$ cat src/rtl/subtractor.sv
// Two-stage pipelined three-operand subtractor: result = i_a - i_b - i_c.
// Stage 1 captures the operands and stage 2 captures the result and the
// underflow flag. Both sides use valid/ready handshakes. o_count tallies
// the results taken by downstream and wraps at 16 bits.
module subtractor #(
    parameter int WIDTH    = 8,
    parameter bit SATURATE = 1'b0
) (
    input  logic             i_clk,
    input  logic             i_rst_n,
    input  logic [WIDTH-1:0] i_a,
    input  logic [WIDTH-1:0] i_b,
    input  logic [WIDTH-1:0] i_c,
    input  logic             i_valid,
    output logic             o_ready,
    output logic [WIDTH-1:0] o_diff,
    output logic             o_underflow,
    output logic             o_valid,
    input  logic             i_ready,
    output logic [15:0]      o_count
);
    // Two extra bits hold the most negative case, 0 - 2*(2^WIDTH - 1), as a signed value.
    localparam int EXT_W = WIDTH + 2;

    // Signed difference of the three unsigned operands, zero-extended first.
    function automatic logic signed [EXT_W-1:0] diff_ext(
        input logic [WIDTH-1:0] a,
        input logic [WIDTH-1:0] b,
        input logic [WIDTH-1:0] c
    );
        logic signed [EXT_W-1:0] ea;
        logic signed [EXT_W-1:0] eb;
        logic signed [EXT_W-1:0] ec;
        ea = $signed({2'b00, a});
        eb = $signed({2'b00, b});
        ec = $signed({2'b00, c});
        return ea - eb - ec;
    endfunction

    // Result presented downstream: low WIDTH bits, or zero when clamping an underflow.
    function automatic logic [WIDTH-1:0] select_result(
        input logic [WIDTH-1:0] wrapped,
        input logic             under
    );
        logic [WIDTH-1:0] res;
        if ((SATURATE == 1'b1) && under) begin
            res = {WIDTH{1'b0}};
        end else begin
            res = wrapped;
        end
        return res;
    endfunction

    logic [WIDTH-1:0]        s1_a_r;
    logic [WIDTH-1:0]        s1_b_r;
    logic [WIDTH-1:0]        s1_c_r;
    logic                    s1_valid_r;
    logic [WIDTH-1:0]        s2_diff_r;
    logic                    s2_under_r;
    logic                    s2_valid_r;
    logic [15:0]             count_r;

    logic                    s1_adv_s;
    logic                    ready_s;
    logic                    in_hs_s;
    logic                    out_hs_s;
    logic signed [EXT_W-1:0] d_s;
    logic                    under_s;
    logic [WIDTH-1:0]        result_s;

    // Handshake decode and the stage-2 input arithmetic.
    always_comb begin
        s1_adv_s = 1'b0;
        ready_s  = 1'b0;
        in_hs_s  = 1'b0;
        out_hs_s = 1'b0;
        d_s      = {EXT_W{1'b0}};
        under_s  = 1'b0;
        result_s = {WIDTH{1'b0}};

        // Stage 1 moves forward whenever stage 2 is empty or is being drained.
        s1_adv_s = s1_valid_r & (~s2_valid_r | i_ready);
        // Ready is forced low during reset so that nothing is accepted then.
        ready_s  = i_rst_n & (~s1_valid_r | s1_adv_s);
        in_hs_s  = i_valid & ready_s;
        out_hs_s = i_rst_n & s2_valid_r & i_ready;

        d_s      = diff_ext(s1_a_r, s1_b_r, s1_c_r);
        under_s  = (d_s < $signed({EXT_W{1'b0}}));
        result_s = select_result(d_s[WIDTH-1:0], under_s);
    end

    // Stage 1: capture operands on input handshake, empty when drained without refill.
    always_ff @(posedge i_clk) begin
        if (!i_rst_n) begin
            s1_valid_r <= 1'b0;
            s1_a_r     <= {WIDTH{1'b0}};
            s1_b_r     <= {WIDTH{1'b0}};
            s1_c_r     <= {WIDTH{1'b0}};
        end else if (in_hs_s) begin
            s1_valid_r <= 1'b1;
            s1_a_r     <= i_a;
            s1_b_r     <= i_b;
            s1_c_r     <= i_c;
        end else if (s1_adv_s) begin
            s1_valid_r <= 1'b0;
        end
    end

    // Stage 2: capture result and flag from stage 1, empty when taken without refill.
    always_ff @(posedge i_clk) begin
        if (!i_rst_n) begin
            s2_valid_r <= 1'b0;
            s2_diff_r  <= {WIDTH{1'b0}};
            s2_under_r <= 1'b0;
        end else if (s1_adv_s) begin
            s2_valid_r <= 1'b1;
            s2_diff_r  <= result_s;
            s2_under_r <= under_s;
        end else if (out_hs_s) begin
            s2_valid_r <= 1'b0;
        end
    end

    // Delivered-result counter; wraps naturally at 16 bits.
    always_ff @(posedge i_clk) begin
        if (!i_rst_n) begin
            count_r <= 16'h0000;
        end else if (out_hs_s) begin
            count_r <= count_r + 16'h0001;
        end
    end

    assign o_ready     = ready_s;
    assign o_valid     = s2_valid_r & i_rst_n;
    assign o_diff      = s2_diff_r;
    assign o_underflow = s2_under_r;
    assign o_count     = count_r;

endmodule
$ cat config.mk
export PLATFORM = sky130hd
export DESIGN_NAME = subtractor
export DESIGN_NICKNAME = d
export VERILOG_FILES = /design/src/rtl/subtractor.sv
export SDC_FILE = /design/constraint.sdc
export NUM_CORES = 1
export LEC_CHECK = 0
export ABC_AREA = 1
export ABC_CLOCK_PERIOD_IN_PS = 2300
export CAP_MARGIN = 0
export CORE_MARGIN = 1.5
export CORE_UTILIZATION = 47
export CTS_BUF_LIST = sky130_fd_sc_hd__clkbuf_16
export DETAILED_ROUTE_END_ITERATION = 6
export HOLD_SLACK_MARGIN = 0.12
export PLACE_DENSITY_LB_ADDON = 0.15
export SLEW_MARGIN = 20
export SYNTH_ARGS = -nofsm -noshare
export SYNTH_HDL_FRONTEND = slang
export SYNTH_SLANG_ARGS = --single-unit
$ cat constraint.sdc
create_clock -name i_clk -period 2.3 [get_ports i_clk]
set_input_delay 0.46 -clock i_clk [delete_from_list [all_inputs] [get_ports i_clk]]
set_output_delay 0.46 -clock i_clk [all_outputs]
set_load 0.05 [all_outputs]
==> results of run 1 <==
Yosys cell counts (all sizes together):
master	count
nand2	95
inv	70
dfxtp	51
nor2	39
o21ai	25
nand3	23
a21oi	21
ha	17
o31ai	16
buf	7
xor2	7
clkbuf	5
nand4	5
xnor2	4
nand3b	3
nor3	3
fa	2
a31oi	1
o21a	1
o21bai	1
layout make-up:
class | count | area [µm²] | area share (%)
Timing Repair Buffer | 72 | 708.2 | 18.20
Sequential cell | 51 | 1023 | 26.30
Inverter | 70 | 265.3 | 6.817
Multi-Input combinational cell | 263 | 1637 | 42.06
Clock inverter | 3 | 38.79 | 0.9968
Clock buffer | 5 | 125.1 | 3.215
Tap cell | 75 | 93.84 | 2.412
sequential cells by signal (all words and copies together) (netlist names):
| name | count |
|---|---|
| s2_valid_r | 1 |
| o_underflow | 1 |
| s1_a_r | 8 |
| o_diff | 8 |
| s1_c_r | 8 |
| o_count | 16 |
| s1_b_r | 8 |
| s1_valid_r | 1 |
layer usage:
layer  wire, µm  vias up  part of all wire, %  GRT usage (%)
li1           -     1393                    -              -
met1       3097     1186                   49          28.58
met2       2837       56                   45          33.33
met3        232        8                  3.7          3.034
met4        114        0                  1.8          5.862
met5          0        -                    0              0
per-stage QoR:
| stage | utilization [%] | cells | hold WS [ns] |
|---|---|---|---|
| after global routing | 66.11 | 539 | 0.5031 |
| after detailed placement | 60.59 | 528 | 0.4651 |
| final | 66.11 | 539 | 0.4790 |
| after global placement | 60.59 | 528 | 0.4590 |
| after floorplan | - | 396 | 0.4443 |
| after CTS | 64.43 | 538 | 0.4756 |
worst max path at each step:
stage                                   to  cells past startpoint
floorplan           o_diff[7]$_SDFFE_PN0P_                     15
global placement    o_diff[6]$_SDFFE_PN0P_                     15
detailed placement  o_diff[6]$_SDFFE_PN0P_                     15
CTS                 o_diff[7]$_SDFFE_PN0P_                     16
global route        o_diff[6]$_SDFFE_PN0P_                     16
finish              o_diff[7]$_SDFFE_PN0P_                     15
logic make-up (layout without fill, tap and decap cells):
group | after synthesis | in the layout | synth area share, %
XOR/XNOR | 11 | 11 | 3.374
adder cells (fa/ha/maj) | 19 | 19 | 8.852
AO/OA/AOI/OAI | 65 | 65 | 13.54
flip-flops | 51 | 51 | 35.76
buffers and inverters | 82 | 150 | 11.92
AND/OR/NAND/NOR | 168 | 168 | 26.56
power breakdown:
part	switching (mW)	internal, mW
Sequential	0.0277	0.935
Combinational	0.538	0.447
Clock	0.318	0.508
Total	0.883	1.89
critical path, stage by stage (launching register included):
cell and delay [ns]:
sky130_fd_sc_hd__dfxtp_2 0.32, sky130_fd_sc_hd__inv_2 0.05, sky130_fd_sc_hd__ha_4 0.15, sky130_fd_sc_hd__fa_2 0.35, sky130_fd_sc_hd__inv_2 0.06, sky130_fd_sc_hd__nand3_2 0.07
sky130_fd_sc_hd__nand2_4 0.09, sky130_fd_sc_hd__a21oi_2 0.06, sky130_fd_sc_hd__xor2_1 0.16, sky130_fd_sc_hd__ha_1 0.32, sky130_fd_sc_hd__nand2_1 0.08, sky130_fd_sc_hd__nand2_1 0.06
sky130_fd_sc_hd__a21oi_2 0.14, sky130_fd_sc_hd__a21oi_1 0.09, sky130_fd_sc_hd__o21ai_1 0.13, sky130_fd_sc_hd__inv_1 0.04
timing repair:
action | 4_1_cts | 5_1_grt
setup endpoints to repair | 3 | 6
hold buffers | 0 | 0
hold endpoints to repair | 0 | 0
gates resized for setup | 13 | 18
setup buffers | 2 | 1
pin swaps | 9 | 12
==> results by stage, run 1 <==
Placed design:
- Detailed placement ended at an HPWL of 4610 µm.
- After detailed placement, the total cell area comes to 3566 µm².
- The count of port buffers added during placement is 54.
- The routability congestion estimate is 0.8886.
- Prior to clock tree synthesis, the placed netlist has a worst setup slack of -0.07571 ns.

Detailed routing:
- For this run, design rule violations remaining after detail routing come to 0.
- Using the TritonRoute via totals, the vias-per-cell ratio works out to 4.904.
- The detailed-route wire length is 6281 µm.
- For this block, the initial DRC count from the detailed router was 104.
- The first-pass iteration count of the detailed router is 4.
- In this run the remaining antenna-violating nets after routing total 0.
- The via count is 2643.
- The routed wire length per instance is 11.65 µm.

Cells and area:
- The number of antenna cells inserted is 0.
- Leaving out fill and tap cells, the most frequent cells in the layout are sky130_fd_sc_hd__nand2_1 (88), sky130_fd_sc_hd__inv_1 (63), sky130_fd_sc_hd__clkdlybuf4s50_1 (52).
- The fraction of final layout cells sized beyond drive strength 1 is 15.95%.
- The layout overhead on the synthesized area is 36.28%.
- The finished cells cover 3891 µm².
- The fill cell total of the finished layout is 502.
- The library cell used most frequently in the layout, excluding fill and tap cells, is sky130_fd_sc_hd__nand2_1.
- In the final design database the tool counted 510 nets.

Timing:
- The final clock period utilization by the worst path is 98.99%.
- The post-route setup TNS is 0 ns.
- Setup repair after global routing could not meet its margin everywhere.
- The highest clock frequency the design can meet is 439.2 MHz.
- The number of slew-limit violations in the final report came to 0.
- The number of hold violations in the final report is 0.
- Setup violations remaining at the end of the flow were counted as 0.
- For the pin with the worst max-slew slack, the measured transition is 0.4992 ns.
- After layout, the worst setup slack is 0.02328 ns.
- The worst pin sits at a relative slew slack of 66.62%.
- The final critical path time including I/O delays and setup is 2.277 ns.
- The clock arrives with 0.003920 ns of skew.

CTS:
- The clock tree synthesis step divided the H-tree into 2 levels.
- The TritonCTS clock tree is built.
- The tree is rooted in a sky130_fd_sc_hd__clkbuf_16.
- The post-CTS clock slew at the launch and capture registers of the worst setup and hold paths is 0.07 ns.
- Clock tree synthesis inserted a total of 5 buffers.
- The clock net sink count is 51.
- For the worst-skew pair, the clock arrives at the later sink with an insertion delay of 0.29 ns.
- The clock passes through at most 2 buffers.

Die:
- For this configuration, the core starts out at a cell density of 48.51%.
- The core region is 5886 µm².
- The die width is 80.94 µm.
- The die area is 6551 µm².
- The overall die height is 80.94 µm.
- The count of boundary I/O pins is 55.
- After floorplanning, the core was divided into 28 placement rows.

Worst hold path:
- The worst hold path belongs to the class register to register.
- The startpoint identified for the worst hold timing path is s1_c_r[0]$_SDFFE_PN0P_.
- For hold timing, the worst endpoint is s1_c_r[0]$_SDFFE_PN0P_.
- The number of cells on the worst hold path is 2.

Critical path:
- The capture point of the worst reg-to-reg path is o_diff[7]$_SDFFE_PN0P_.
- The worst register-to-register path begins at s1_a_r[0]$_SDFFE_PN0P_.
- The kind of end point of the critical path is a register.
- The worst setup path is of the register to register kind.
- The worst setup path is launched from a register.
- In this run the worst setup path begins at s1_a_r[0]$_SDFFE_PN0P_.
- The length in cells of the worst reg-to-reg path is 15.
- In this run the worst path has a maximum fanout of 3.
- The setup slack of the most critical reg-to-reg path is 0.02 ns.
- The required arrival time at the worst endpoint is 2.48 ns.
- The critical path arrival is 2.46 ns.

Yosys:
- The cell type with the highest aggregate area in the netlist is sky130_fd_sc_hd__dfxtp_1.
- Synthesis produced 396 cells.
- The register area share after synthesis is 35.76%.
- The mapped netlist covers 2855 µm².
- A synthesized cell averages 7.210 µm².
- Yosys mapped the design onto 34 distinct sky130hd cell types.
- Ranked by total cell area, the synthesized netlist is headed by sky130_fd_sc_hd__dfxtp_1 (36%), sky130_fd_sc_hd__nand2_1 (12%), sky130_fd_sc_hd__inv_1 (8.7%), sky130_fd_sc_hd__ha_1 (7.4%), sky130_fd_sc_hd__nor2_1 (4.6%).
- Counting flops and latches in the post-synthesis netlist gives 51.
- The total of warnings raised by yosys is 0.
- Counting every net in the synthesized netlist gives 443.
- Summed over its instances, the top area cell type makes up 35.76% of the synthesized netlist area.

Power and ir drop:
- VDD sags by at most 0.3569 mV.
- In this run the power density over the cells is 712.6 nW/µm².
- The analysis attributes to cell leakage a power of 1.712 nW.
- The total power consumption of the routed design is 2.773 mW.

Global routing:
- The global-route total usage across every layer is 20.66%.
- The number of global-route vias before repair came to 2463.
- Global routing finished with a remaining overflow of 0.
- The wire length of the first global-routing pass is 10680 µm.
- The initial antenna violation count was 0.
- Entering global routing, the biggest net connects 49 pins.

Flow run:
- The total of max-cap violations is 0.

Outcome:
- The flow ran to the end, and the final reports show no timing, DRC or antenna violations.
No activity file was read; power rests on OpenSTA's default activity.
==> run 2: changes to the inputs <==
Settings changed: ABC_CLOCK_PERIOD_IN_PS 2300 to 2330, CORE_UTILIZATION 47 to 50, MAX_ROUTING_LAYER set to met4.
Clock period 2.3 ns to 2.33 ns, I/O delays scaled along.
==> run 2 against run 1 <==
  * Design area is 0.51% higher
  * Routed wire length is 4.7% higher
  * Clock-buffer cell count stayed put
  * The flow now finishes with violations (setup timing)
  * Largest power group unchanged
  * Highest routed layer unchanged
  * Core utilization is 4.9 points higher
==> results by stage, run 2 (synthesis gave the netlist of run 1 again) <==
Detailed routing:
- The detailed-route wire length was 6579 µm (was 6281 µm).
- The routed wire length per instance was 12.27 µm (was 11.65 µm).
- The first-pass iteration count of the detailed router came to 4 (unchanged).
- The via count came to 2650 (was 2643).
- The via-per-instance ratio is 4.944 (was 4.904).
- The antenna violation net count after detailed routing is 0 (unchanged).
- The DRC violation count after routing was 0 (unchanged).
- The detailed router's first-iteration violation count is 128 (was 104).

Critical path:
- The kind of end point of the critical path was a register (unchanged).
- The critical path arrival is 2.54 ns (was 2.46 ns).
- The largest stage delay on the critical path is 0.35 ns (about the same).
- The startpoint type of the worst setup path is a register (unchanged).
- Critical-path cell list: inv_2 -> ha_4 -> fa_2 -> inv_2 -> nand3_2 -> nand2_4 -> a21oi_4 -> xor2_1 -> ha_1 -> nand2_2 -> nor2_2 -> nand2_2 -> nand3_2 -> nand2_1 -> o21ai_1 -> inv_1 (was inv_2 -> ha_4 -> fa_2 -> inv_2 -> nand3_2 -> nand2_4 -> a21oi_2 -> xor2_1 -> ha_1 -> nand2_1 -> nand2_1 -> a21oi_2 -> a21oi_1 -> o21ai_1 -> inv_1).
- The startpoint of the lowest-slack register-to-register path is s1_a_r[0]$_SDFFE_PN0P_ (unchanged).
- The buffers plus inverters on the worst setup path is 3 (unchanged).
- The setup slack of the most critical reg-to-reg path is -0.03 ns (was 0.02 ns).
- The length in cells of the worst reg-to-reg path is 16 (was 15).
- The maximum net fanout on the critical path is 3 (unchanged).
- The required arrival time at the worst endpoint is 2.51 ns (was 2.48 ns).
- The family of cells with the greatest summed delay on the critical path is adder cells (unchanged).
- The capture point of the worst reg-to-reg path is o_diff[7]$_SDFFE_PN0P_ (unchanged).
- The classification of the worst setup path is register to register (unchanged).
- The cell with the largest stage delay on the worst path is sky130_fd_sc_hd__ha_1 (was sky130_fd_sc_hd__fa_2).

Die:
- The count of boundary I/O pins is 55 (unchanged).
- The initial core utilization is 51.85% (was 48.51%).
- The die width is 78.57 µm (was 80.94 µm).
- The site row count is 27 (was 28).
- The overall die height is 78.57 µm (was 80.94 µm).
- The die area is 6172 µm² (was 6551 µm²).
- The core region area is 5507 µm² (was 5886 µm²).

CTS:
- The number of clock buffers inserted by TritonCTS is 5 (unchanged).
- The cell at the root of the clock tree is sky130_fd_sc_hd__clkbuf_16 (unchanged).
- The later-pin clock latency in the skew report is 0.29 ns (about the same).
- The maximum number of buffers from clock root to sink is 2 (unchanged).
- The count of H-tree levels built during CTS came to 2 (unchanged).
- The post-CTS clock slew at the launch and capture registers of the worst setup and hold paths is 0.06 ns (was 0.07 ns).
- The TritonCTS clock tree was built (unchanged).
- The number of buffers added to fix hold violations after cts is 0 (unchanged).
- The clock net sink count came to 51 (unchanged).

Global routing:
- The largest net degree at the start of global routing is 49 (unchanged).
- The global-route total usage across every layer is 23.69% (was 20.66%).
- The number of global-route vias before repair came to 2595 (was 2463).
- The wire length of the first global-routing pass is 11470 µm (was 10680 µm).
- The initial antenna violation count came to 0 (unchanged).
- The remaining global-route overflow is 0 (unchanged).

Worst hold path:
- The hold path startpoint was s1_c_r[0]$_SDFFE_PN0P_ (unchanged).
- The endpoint with the worst hold slack is s1_c_r[0]$_SDFFE_PN0P_ (unchanged).
- The kind of path behind the tightest hold check is register to register (unchanged).
- The number of cells on the worst hold path is 2 (unchanged).

Cells and area:
- The area of the multi-input gates came to 1683 µm² (was 1637 µm²).
- The area taken by flip-flops and latches came to 1028 µm² (was 1023 µm²).
- The layout overhead on the synthesized area came to 36.99% (was 36.28%).
- Most used cells in the layout excluding fill and tap cells: sky130_fd_sc_hd__nand2_1 (87), sky130_fd_sc_hd__inv_1 (59), sky130_fd_sc_hd__clkdlybuf4s50_1 (52) (was sky130_fd_sc_hd__nand2_1 (88), sky130_fd_sc_hd__inv_1 (63), sky130_fd_sc_hd__clkdlybuf4s50_1 (52)).
- The net count reported at finish is 510 (unchanged).
- The fill cell total of the finished layout is 440 (was 502).
- The number of antenna cells inserted came to 0 (unchanged).
- The most common cell after layout, fill and taps aside is sky130_fd_sc_hd__nand2_1 (unchanged).
- The number of flip-flops in the largest register is 16 (unchanged).
- The fraction of final layout cells sized beyond drive strength 1 is 18.32% (was 15.95%).

Timing:
- The worst clock skew is 0.006771 ns (was 0.003920 ns).
- The highest clock frequency the design can meet came to 423.8 MHz (was 439.2 MHz).
- The post-route setup TNS is -0.05921 ns (was 0 ns).
- The final worst-path setup slack is -0.02963 ns (was 0.02328 ns).
- The headroom to the max-slew limit is 66.35% (was 66.62%).
- The final-report setup violation count is 2 (was 0).
- The transition time at the pin with the least slew margin was 0.5032 ns (was 0.4992 ns).
- The number of hold violations in the final report was 0 (unchanged).
- Unrepaired setup endpoints after global routing: true (unchanged).
- The final clock period utilization by the worst path was 101.3% (was 98.99%).
- The number of slew-limit violations in the final report is 0 (unchanged).
- The final critical path time including I/O delays and setup is 2.360 ns (was 2.277 ns).

Placed design:
- The sum of net half-perimeters after detailed placement is 4616 µm (was 4610 µm).
- The count of port buffers added during placement was 54 (unchanged).
- The routability congestion estimate came to 0.8605 (was 0.8886).

Outcome:
- Outcome: finished with violations (was finished, final reports clean).
- The checks that failed: setup timing.

Power and ir drop:
- The cell area power density was 690.3 nW/µm² (was 712.6 nW/µm²).
- The leakage power of the design is 1.707 nW (was 1.712 nW).
- The total power consumption of the routed design is 2.700 mW (was 2.773 mW).
- The peak supply drop came to 0.3522 mV (was 0.3569 mV).

Flow run:
- The total of max-cap violations came to 0 (unchanged).
-- run 2: cell types whose count changed in the layout (fill, tap and decap cells not counted), sizes merged --
cell,previous run,this run
bufinv,1,0
inv,70,71
-- run 2: timing repair --
item                                    in CTS  in global routing
pin swaps                                    8                 18
endpoints found under the setup margin       6                  6
hold endpoints to repair                     0                  0
setup buffers                                1                  5
resized for setup                           13                 34
-- run 2: where the power goes --
group          switching, mW  internal, mW
combinational          0.583         0.470
sequential            0.0283         0.924
clock                  0.307         0.387
-- run 2: area by class of cell --
| cell class | count | area share [%] |
|---|---|---|
| clock inverters | 3 | 0.2879 |
| clock buffers | 5 | 3.199 |
| repair buffers | 72 | 18.11 |
| inverters | 70 | 6.782 |
| multi-input cells | 263 | 43.03 |
| well taps | 72 | 2.303 |
| flip-flops and latches | 51 | 26.30 |
-- run 2: worst max path at each step --
stage                           startpoint                     end  cells past startpoint
global route        s1_a_r[0]$_SDFFE_PN0P_  o_diff[7]$_SDFFE_PN0P_                     16
detailed placement  s1_a_r[0]$_SDFFE_PN0P_  o_diff[7]$_SDFFE_PN0P_                     15
global placement    s1_a_r[0]$_SDFFE_PN0P_  o_diff[7]$_SDFFE_PN0P_                     15
finish              s1_a_r[0]$_SDFFE_PN0P_  o_diff[7]$_SDFFE_PN0P_                     16
CTS                 s1_a_r[0]$_SDFFE_PN0P_  o_diff[7]$_SDFFE_PN0P_                     15
floorplan           s1_a_r[0]$_SDFFE_PN0P_  o_diff[7]$_SDFFE_PN0P_                     15
-- run 2: routing by layer --
metal	global-route usage, %	vias up	wire, µm	share of wire [%]
met4	6.429	0	88	1.3
met3	4.186	9	272	4.1
met2	39.31	58	3119	47
met5	-	-	0	0
li1	-	1390	-	-
met1	29.64	1193	3098	47
-- run 2: worst min-delay path: cells and delay by family, from the launching register on --
family	cells	cell delay, ns
AND/OR/NAND/NOR	1	0.06
AO/OA/AOI/OAI	1	0.06
flip-flops	1	0.32
-- run 2: through the flow --
step | cell area (µm²) | setup slack [ns] | std cells | util [%] | hold WS, ns
after CTS | 3732 | 0.004400 | 532 | 67.78 | 0.4769
after floorplan | 2859 | 0.01689 | 396 | - | 0.4443
after global placement | 3545 | -0.05284 | 523 | 64.37 | 0.4570
after global routing | 3911 | -0.1544 | 536 | 71.03 | 0.5061
final | 3911 | -0.02963 | 536 | 71.03 | 0.4744
after detailed placement | 3545 | -0.1390 | 523 | 64.37 | 0.4654
